## src/rtl/eaglesong_pkg.sv

```systemverilog
// Shared constants and types for the Eaglesong sponge controller and its engine.
package eaglesong_pkg;

    localparam int WORD_W         = 32;
    localparam int STATE_WORDS    = 16;
    localparam int RATE_WORDS_DEF = 8;
    localparam int NUM_ROUNDS     = 43;
    localparam int ENGINE_LATENCY = 44;

    typedef logic [STATE_WORDS-1:0][WORD_W-1:0] state_t;

    typedef enum logic [2:0] {
        ACCEPT,
        START,
        ARM,
        WAIT,
        SETTLE,
        DONE,
        ERROR
    } fsm_t;

endpackage

```

## src/rtl/eaglesong_sponge_ctrl.sv

```systemverilog
// Sponge sequencer: absorbs rate words into the 512-bit state, runs one
// permutation per block, and hands out the digest once the last block is in.
module eaglesong_sponge_ctrl
    import eaglesong_pkg::*;
#(
    parameter int RATE_WORDS     = RATE_WORDS_DEF,
    parameter int TIMEOUT_CYCLES = 63
) (
    input  logic                                clk,
    input  logic                                rst_n,
    input  logic                                blk_valid,
    output logic                                blk_ready,
    input  logic [RATE_WORDS-1:0][WORD_W-1:0]   blk_data,
    input  logic                                blk_last,
    output logic                                digest_valid,
    input  logic                                digest_ready,
    output logic [RATE_WORDS-1:0][WORD_W-1:0]   digest,
    output logic                                perm_start,
    output state_t                              perm_state_in,
    input  state_t                              perm_state_out,
    input  logic                                perm_ready,
    output logic                                busy,
    output logic                                err,
    output logic [15:0]                         blk_count
);

    localparam int TMO_W = $clog2(TIMEOUT_CYCLES + 1);

    fsm_t             state;
    fsm_t             next;
    state_t           st;
    logic             last_q;
    logic [TMO_W-1:0] tmo_cnt;
    logic             blk_fire;
    logic             digest_fire;

    function automatic logic [15:0] sat_inc16(input logic [15:0] v);
        return (v == 16'hFFFF) ? v : v + 16'd1;
    endfunction

    assign blk_fire      = blk_valid && blk_ready;
    assign digest_fire   = digest_valid && digest_ready;
    assign perm_state_in = st;
    assign digest        = st[RATE_WORDS-1:0];

    always_comb begin
        next = state;
        unique case (state)
            ACCEPT: if (blk_fire) next = START;
            START:  next = ARM;
            // perm_ready is stale or unknown right after the start pulse
            ARM:    next = WAIT;
            WAIT: begin
                if (perm_ready)
                    next = SETTLE;
                else if (tmo_cnt == TMO_W'(TIMEOUT_CYCLES))
                    next = ERROR;
            end
            SETTLE: next = last_q ? DONE : ACCEPT;
            DONE:   if (digest_fire) next = ACCEPT;
            ERROR:  next = ERROR;
            default: next = ACCEPT;
        endcase
    end

    always_ff @(posedge clk) begin
        if (!rst_n) begin
            state        <= ACCEPT;
            st           <= '0;
            last_q       <= 1'b0;
            tmo_cnt      <= '0;
            blk_count    <= '0;
            blk_ready    <= 1'b1;
            digest_valid <= 1'b0;
            perm_start   <= 1'b0;
            busy         <= 1'b0;
            err          <= 1'b0;
        end else begin
            state        <= next;
            blk_ready    <= (next == ACCEPT);
            digest_valid <= (next == DONE);
            perm_start   <= (next == START);
            busy         <= (next != ACCEPT);
            err          <= err | (next == ERROR);

            unique case (state)
                ACCEPT: begin
                    if (blk_fire) begin
                        for (int i = 0; i < RATE_WORDS; i++)
                            st[i] <= st[i] ^ blk_data[i];
                        last_q    <= blk_last;
                        blk_count <= sat_inc16(blk_count);
                    end
                end
                ARM: tmo_cnt <= '0;
                WAIT: begin
                    if (!perm_ready && tmo_cnt != TMO_W'(TIMEOUT_CYCLES))
                        tmo_cnt <= tmo_cnt + 1'b1;
                end
                // engine data is only trustworthy one cycle after ready rises
                SETTLE: st <= perm_state_out;
                DONE: begin
                    if (digest_fire) begin
                        st        <= '0;
                        blk_count <= '0;
                    end
                end
                default: ;
            endcase
        end
    end

endmodule

```

## config.mk

```make
export PLATFORM = sky130hd
export DESIGN_NAME = eaglesong_sponge_ctrl
export DESIGN_NICKNAME = d
export VERILOG_FILES = /design/src/rtl/eaglesong_pkg.sv /design/src/rtl/eaglesong_sponge_ctrl.sv
export SDC_FILE = /design/constraint.sdc
export NUM_CORES = 1
export LEC_CHECK = 0
export ABC_AREA = 1
export BUFFER_PORTS_ARGS = -buffer_cell sky130_fd_sc_hd__buf_4
export CORE_AREA = 4 4 599 601
export DETAILED_ROUTE_END_ITERATION = 8
export DIE_AREA = 0 0 603 605
export GPL_ROUTABILITY_DRIVEN = 1
export PLACE_DENSITY_LB_ADDON = 0.25
export SETUP_SLACK_MARGIN = 0.3
export SLEW_MARGIN = 20
export SYNTH_ARGS = -nofsm -noshare
export SYNTH_HDL_FRONTEND = slang
export SYNTH_SLANG_ARGS = --single-unit
export TNS_END_PERCENT = 1
```

## constraint.sdc

```tcl
create_clock -name clk -period 2.3 [get_ports clk]
set_clock_uncertainty 0.15 [all_clocks]
set_input_delay 0.115 -clock clk [delete_from_list [all_inputs] [get_ports clk]]
set_output_delay 0.115 -clock clk [all_outputs]
set_load 0.05 [all_outputs]
```

-- Word-level counts from Yosys, hierarchy flattened
Index checks and enable logic that the tools add are counted.
- word-level logic and storage cells: 84
- bits in latches: 0
- input port bits: 774
- bits in read-only memories: 0
- output and inout port bits: 789
- memories: 0
- register bits after elaboration: 543
- bits in writable memories: 0
- $lt $le $gt $ge: 0
- multiply operators: 0
- bitwise operators: 9
- muxes and demuxes: 16
- reduce and logical (&&, ||, !) cells: 16
- add/subtract/negate cells: 2
- equal/unequal tests: 16
- shifts and indexed selects: 0
- div/mod/pow operators: 0
- operators by type and width (cell ; number):
    256-bit one-hot mux with 3 select lines ; 1
    512-bit 2-to-1 mux ; 1
    256-bit one-hot mux with 2 select lines ; 1
    256-bit 2-to-1 mux ; 1
    32-bit bitwise XOR ; 8
    16-bit 2-to-1 mux ; 3
    16-bit one-hot mux with 2 select lines ; 1
    3-bit one-hot mux with 7 select lines ; 1
    16-bit by 1-bit adder with 16-bit output (second input constant) ; 1
    16-bit equality test (second input constant) ; 1
    3-bit equality test (second input constant) ; 5
    3-bit 2-to-1 mux ; 5
    6-bit one-hot mux with 2 select lines ; 1
    2-bit != test (second input constant) ; 4
    6-bit by 1-bit adder with 6-bit output (second input constant) ; 1
    3-bit by 1-bit equality test with 1-bit output (second input constant) ; 2
    3-bit by 2-bit equality test with 1-bit output (second input constant) ; 2
    6-bit equality test (second input constant) ; 1
    3-bit zero test ; 2
    6-bit 2-to-1 mux ; 1
    6-bit != test (second input constant) ; 1
    2-bit AND reduction ; 3
    2-bit nonzero test ; 3
    3-bit nonzero test ; 2
    other kinds (5) ; 7

-- Depth between registers and ports, before layout
Gate-level depths: netlist of run 1.
- depth after elaboration: 6
- mapped depth: 10
- depth with buffers taken out: 10

-- Worst setup path after synthesis of run 1
OpenSTA, ideal clock, no wires.
- path type: register to register
- start point: reg blk_count[1]
- end point: reg blk_count[2]
- library setup time: 0.070 ns
- period minus slack after synthesis: 2.302 ns
- cell stages (with the launch flop): 11
- required time: 2.080 ns
- setup slack: -0.002 ns
- arrival: 2.081 ns
- buffers on the path: 1
- cells stage by stage: dfxtp_1 ha_1 nand2_1 nor2_4 nand2_1 o21ai_2 nand2_4 nand2_4 buf_6 nand2_1 a21oi_1
- cells in the longest elaborated chain, start to end: 4
- elaborated cells on any way between the ends: 7
- classes of those cells: add/sub: 1; eq/ne: 2; mux: 3; reduce/logical: 1
- ends and longest elaborated chain (item ; RTL line ; source):
    start: declaration ; eaglesong_sponge_ctrl.sv:24 ; output logic [15:0] blk_count
    start signal: assignment ; eaglesong_sponge_ctrl.sv:92 ; blk_count <= sat_inc16(blk_count);
    16-bit by 1-bit adder with 16-bit output ; eaglesong_sponge_ctrl.sv:38 ; return (v == 16'hFFFF) ? v : v + 16'd1;
    16-bit 2-to-1 mux ; eaglesong_sponge_ctrl.sv:38 ;
    16-bit 2-to-1 mux ; eaglesong_sponge_ctrl.sv:88 ; if (blk_fire) begin
    16-bit one-hot mux with 2 select lines ; eaglesong_sponge_ctrl.sv:86 ; unique case (state)
Parallel ways exist; a longest one is shown, timed or not. The select of a mux whose other input is x is not followed.
A chain may end at the register's enable or synchronous reset.

-- Worst setup path in the final report of run 1
- start point: reg state[0]
- end point: reg st, in the netlist digest[24]
- cells in the longest elaborated chain, start to end: 3
- elaborated cells on any way between the ends: 8
- classes of those cells: eq/ne: 4; mux: 1; reduce/logical: 3
- ends and longest elaborated chain (item ; RTL line ; source):
    start: declaration ; eaglesong_sponge_ctrl.sv:29 ; fsm_t state;
    start signal: assignment ; eaglesong_sponge_ctrl.sv:79 ; state <= next;
    3-bit equality test or 3-bit zero test (tied branches) ; eaglesong_sponge_ctrl.sv:86 ;
    2-bit != test (no source line) or 3-bit nonzero test (tied branches) ; - ;
    3-bit AND reduction (no source line) ; - ;
    end signal: indexed assignment ; eaglesong_sponge_ctrl.sv:90 ; st[i] <= st[i] ^ blk_data[i];
    end signal: assignment ; eaglesong_sponge_ctrl.sv:101 ; SETTLE: st <= perm_state_out;
    end: declaration ; eaglesong_sponge_ctrl.sv:31 ; state_t st;
Parallel ways exist; a longest one is shown, timed or not.

==> out/qor.yml, run 1 <==
die_area_mm2: 0.365
routed_wirelength_mm: 272
via_per_inst: 3.26
fmax_mhz: 495
arrival_ns: 2.48
cts_buffers: 85
hold_viol_final: 0
rsz0062_at_grt: "true"
grt_pass1_wl_mm: 343
worst_slew_pin_slew_ns: 0.698
cts_tree: "yes"
drive_gt1_frac: 0.311
synthesis.area_mm2: 0.0263
antenna_found_initial: 202
grt_usage: 0.139
finalMaxSlewViolations: 0
initial_core_util: 0.0746
synth_seq_area_share: 0.413
utilization: 0.158
ant_nets: 0
ir_drop_v: 0.000690
dp.final_hpwl_mm: 227
clock_path_buffers: 4
ios: 1563
synth.avg_cell_area_um2: 7.08
cellLeakagePower_nw: 24.2
wl_per_cell_um: 25.2
fin_nets: 6735
synth-seq-cells: 543
setup_tns_ns: 0
startpoint_type: "flip-flop"
required_ns: 2.76
postSynthCellCount: 3716
num_rows: 218
drt_iter0_markers: 2507
min_period_ns: 2.02
critPathKind: "reg -> reg"
drtPass1Iterations: 5
cts-root-buf: "clkbuf_16"
yosysUniqueCellTypes: 28
place_congestion: 0.898
worst_hold_slack_ns: 0.0799
remaining_drc_errors: 0
syn_nets: 4492
finalSetupViolCount: 0
die_height_um: 605
grt_pass1_vias: 34400
status: "complete, no violations"
min_path_type: "in -> reg"
h-tree-depth: 3
ys_warn_count: 0
clock_latency_ns: 0.79
grt_max_degree: 82
vias: 35300
p_per_area_mw_per_mm2: 988
drv_cap: 0
areaGrowthSynthToFinish_pct: 112
die_w_um: 603
final.period_utilization: 0.879
crit_path_end_kind: "flip-flop"
clk_pin_slew_ns: 0.06
port_buffers: 1562
grt_overflow: 0
worst-path-max-fanout: 16
cts_num_sinks: 543
relSlewSlack: 0.535
coreArea_mm2: 0.353
synthesized netlist by cell type:
| cell | instances | area share |
|---|---|---|
| a21oi_4 | 1 | 0.00062 |
| buf_2 | 123 | 0.023 |
| o21bai_1 | 2 | 0.00057 |
| nand2_1 | 593 | 0.085 |
| inv_2 | 4 | 0.00057 |
| nor2_4 | 1 | 0.00043 |
| nand4_1 | 11 | 0.0026 |
| ha_1 | 2 | 0.00095 |
| buf_6 | 1 | 0.00043 |
| nand3_1 | 25 | 0.0048 |
| a31oi_1 | 1 | 0.00024 |
| nand2_2 | 1 | 0.00024 |
| o21ai_0 | 479 | 0.091 |
| nor2_1 | 395 | 0.056 |
| nor2_2 | 1 | 0.00024 |
| nand3b_1 | 2 | 0.00057 |
| dfxtp_1 | 543 | 0.41 |
| nor3_1 | 3 | 0.00057 |
| a21oi_1 | 486 | 0.093 |
| o21ai_1 | 37 | 0.0070 |
| inv_1 | 377 | 0.054 |
| xnor2_1 | 1 | 0.00033 |
| a22oi_1 | 256 | 0.073 |
| xor2_1 | 5 | 0.0017 |
| buf_4 | 256 | 0.073 |
| o21ai_2 | 2 | 0.00067 |
| nand2_4 | 2 | 0.00086 |
| clkbuf_1 | 106 | 0.015 |
layer usage:
metal / GRT usage / share of wire
met1: 0.159 / 0.39
met2: 0.255 / 0.52
met3: 0.0378 / 0.067
met4: 0.0311 / 0.026
met5: 0 / 0.00093
worst max-delay path, cell delays in order, from the launching register on:
cell	delay [ns]
dfxtp_1	0.42
inv_4	0.08
nor2_2	0.13
nand2_1	0.08
o21ai_2	0.09
a21oi_4	0.05
buf_12	0.15
buf_12	0.14
buf_16	0.16
buf_16	0.16
o21ai_0	0.17
a21oi_1	0.06
registers in the layout (all words and copies together) (netlist names):
name / cells
perm_state_in: 256
digest_valid: 1
tmo_cnt: 6
busy: 1
last_q: 1
digest: 256
err: 1
perm_start: 1
blk_count: 16
blk_ready: 1
state: 3
worst paths after layout:
kind,slack [ns],start,cells past startpoint,end
worst max register to register,0.28,state[0],11,digest[24]
worst min register to register,0.30,err,2,err
worst max-delay path,0.28,state[0],11,digest[24]
worst min-delay path,0.08,perm_state_out[423],4,perm_state_in[423]
what timing repair did:
| action | CTS | global route |
|---|---|---|
| gates resized for setup | 17 | 49 |
| hold buffers | 938 | 0 |
| hold endpoints to repair | 535 | 0 |
| endpoints found under the setup margin | 429 | 497 |
| pin swaps | 0 | 2 |
| gates cloned | 4 | 11 |
| buffers inserted | 5 | 12 |
report_power, final:
part	total [W]	leakage, nW	switching (W)	internal, W
clock	0.0142	1.44	0.00534	0.00887
combinational	0.0269	18.3	0.0184	0.00849
sequential	0.0140	4.44	0.00296	0.0110
final cells by class:
cell class / instances / area (µm²)
fillers: 40200 / 297000
repair buffers: 2641 / 23200
multi-input cells: 2306 / 11100
flip-flops and latches: 543 / 10900
well taps: 4730 / 5920
clock buffers: 117 / 2450
inverters: 381 / 1460
clock inverters: 32 / 505
diodes: 55 / 138
repair inverters: 1 / 8.76
metrics by stage:
stage | area [µm²] | setup WS, ns | power [W] | cells
finish | 55700 | 0.278 | 0.0550 | 10800
global route | 55600 | 0.181 | 0.0577 | 10800
CTS | 55000 | 0.204 | 0.0553 | 10700
detailed placement | 42400 | 0.0907 | 0.0387 | 9632
global placement | 42400 | 0.120 | 0.0385 | 9632
floorplan | 26300 | 0.302 | 0.0295 | 3716
cell usage in the layout, fill, tap and decap left out, types with 11 or more instances in the layout:
master,instances
buf_4,1632
dlygate4sd3_1,938
nand2_1,589
dfxtp_1,532
a21oi_1,486
o21ai_0,463
nor2_1,392
inv_1,376
a22oi_1,256
clkbuf_16,98
diode_2,55
o21ai_1,51
buf_12,32
nand3_1,24
clkbuf_8,17
buf_16,17
clkbuf_1,14
bufinv_16,13
clkinv_2,12
nand4_1,11
logic make-up after synthesis:
kind of cell	share of synthesized area
compound gates	0.266
xor+xnor	0.00200
fa+ha+maj	0.000952
buf+inv	0.166
flops	0.413
simple gates	0.151
No activity file was read; power rests on OpenSTA's default activity.
==> inputs of run 2 (changes only) <==
==> constraint.sdc (replaced) <==
create_clock -name clk -period 2.2 [get_ports clk]
set_clock_uncertainty 0.15 [all_clocks]
set_input_delay 0.22 -clock clk [delete_from_list [all_inputs] [get_ports clk]]
set_output_delay 0.22 -clock clk [all_outputs]
set_load 0.05 [all_outputs]
==> run 2 against run 1 <==
Net effect:
- combinational power rose by 6%
- clock-buffer cell count fell by 4
- via count fell by 0.25%
- critical path depth fell by 2
- non-clock buffer count fell by 71
- worst hold slack improved by 0.0068 ns
- clock power fell by 6%
- critical endpoint is now perm_state_in[399]
==> out/qor.yml, run 2 (same netlist as run 1, synthesis figures left out) <==
status: "complete, no violations"
die_area_mm2: 0.365
remaining_drc_errors: 0
cts_buffers: 83
final_common_cell: "buf_4"
cellLeakagePower_nw: 23.9
finalSetupViolCount: 0
cts_tree: "yes"
worst_slew_pin_slew_ns: 0.488
finalInstanceArea_mm2: 0.0549
clock_latency_ns: 0.78
fmax_mhz: 499
crit_path_end_kind: "flip-flop"
finalMaxSlewViolations: 0
areaGrowthSynthToFinish_pct: 109
min_path_type: "in -> reg"
via_per_inst: 3.29
vias: 35200
place_congestion: 0.862
final_cell_mix: "1636 x buf_4, 833 x dlygate4sd3_1, 589 x nand2_1, 517 x dfxtp_1, 481 x a21oi_1"
rsz0062_at_grt: "true"
grt_max_degree: 92
drv_cap: 0
startpoint_type: "flip-flop"
clock_path_buffers: 4
final.period_utilization: 0.912
min_period_ns: 2.01
die_height_um: 605
placed_cell_area_mm2: 0.0423
coreArea_mm2: 0.353
drtPass1Iterations: 5
die_w_um: 603
hold_viol_final: 0
worst-path-max-fanout: 41
ant_nets: 0
dp.final_hpwl_mm: 225
initial_core_util: 0.0746
grt_pass1_wl_mm: 343
port_buffers: 1562
cts_num_sinks: 543
grt_pass1_vias: 34200
cts-root-buf: "clkbuf_16"
critPathKind: "reg -> reg"
wl_per_cell_um: 25.3
utilization: 0.156
rrSetupSlack_ns: 0.19
clk_pin_slew_ns: 0.06
drt_iter0_markers: 2866
antenna_found_initial: 189
arrival_ns: 2.50
h-tree-depth: 3
p_per_area_mw_per_mm2: 1020
num_rows: 218
ios: 1563
worst_hold_slack_ns: 0.0867
required_ns: 2.69
fin_nets: 6661
ir_drop_v: 0.000704
grt_overflow: 0
grt_usage: 0.139
relSlewSlack: 0.675
routed_wirelength_mm: 271
drive_gt1_frac: 0.322
-- run 2: cell types whose count changed in the layout (fill, tap and decap cells not counted), sizes merged --
cell         delta
bufbuf          +2
bufinv          -9
clkbuf          -8
inv             -3
buf            +36
clkinvlp        +1
clkinv          +5
dlygate4sd3   -105
diode          -13
-- run 2: worst paths after layout --
check / start / end / cells after the start
worst max-delay path: state[2] / perm_state_in[399] / 9
worst min-delay path: perm_state_out[459] / perm_state_in[459] / 4
worst max register to register: state[2] / perm_state_in[399] / 9
worst min register to register: err / err / 2
-- run 2: layout make-up --
type / instances / area (µm²)
tap: 4730 / 5920
clock inverter: 27 / 312
sequential: 543 / 10900
antenna: 42 / 105
clock buffer: 113 / 2320
fill: 40200 / 298000
multi-input combinational: 2306 / 11200
inverter: 381 / 1470
timing repair buffer: 2570 / 22700
-- run 2: repair_timing --
action                     CTS  global route
pin swaps                    4             3
hold endpoints to repair   530             0
buffers inserted            27            14
hold buffers               833             0
resized for setup           95            32
setup endpoints to repair  875           825
cloned                      16             8
-- run 2: metal layers --
layer	GRT usage	share of wire	routed length, µm	vias up
met5	0	0.0015	397	-
met1	0.160	0.39	106000	16800
li1	-	-	-	16500
met2	0.249	0.50	136000	1470
met3	0.0457	0.077	20900	430
met4	0.0325	0.027	7330	62
-- run 2: through the flow --
step	setup WS (ns)	power, W	instances	TNS, ns
2_1_floorplan	0.301	0.0309	3716	0
3_3_place_gp	0.0192	0.0403	9632	0
3_5_place_dp	-0.0267	0.0404	9632	-0.0765
4_1_cts	0.163	0.0573	10600	0
5_1_grt	0.0939	0.0589	10700	0
6_report	0.195	0.0562	10700	0
-- run 2: critical path: stages, from the launching register on --
cell	delay, ns
dfxtp_4	0.39
inv_6	0.05
nor2_4	0.17
buf_4	0.16
o21ai_4	0.06
buf_12	0.14
buf_12	0.16
clkbuf_16	0.26
a22oi_1	0.15
nor2_1	0.06
-- run 2: where the power goes --
group / internal [W] / switching [W] / leakage (nW)
Clock: 0.00783 / 0.00558 / 1.28
Sequential: 0.0115 / 0.00289 / 4.45
Combinational: 0.00881 / 0.0196 / 18.2
Total: 0.0282 / 0.0281 / 23.9
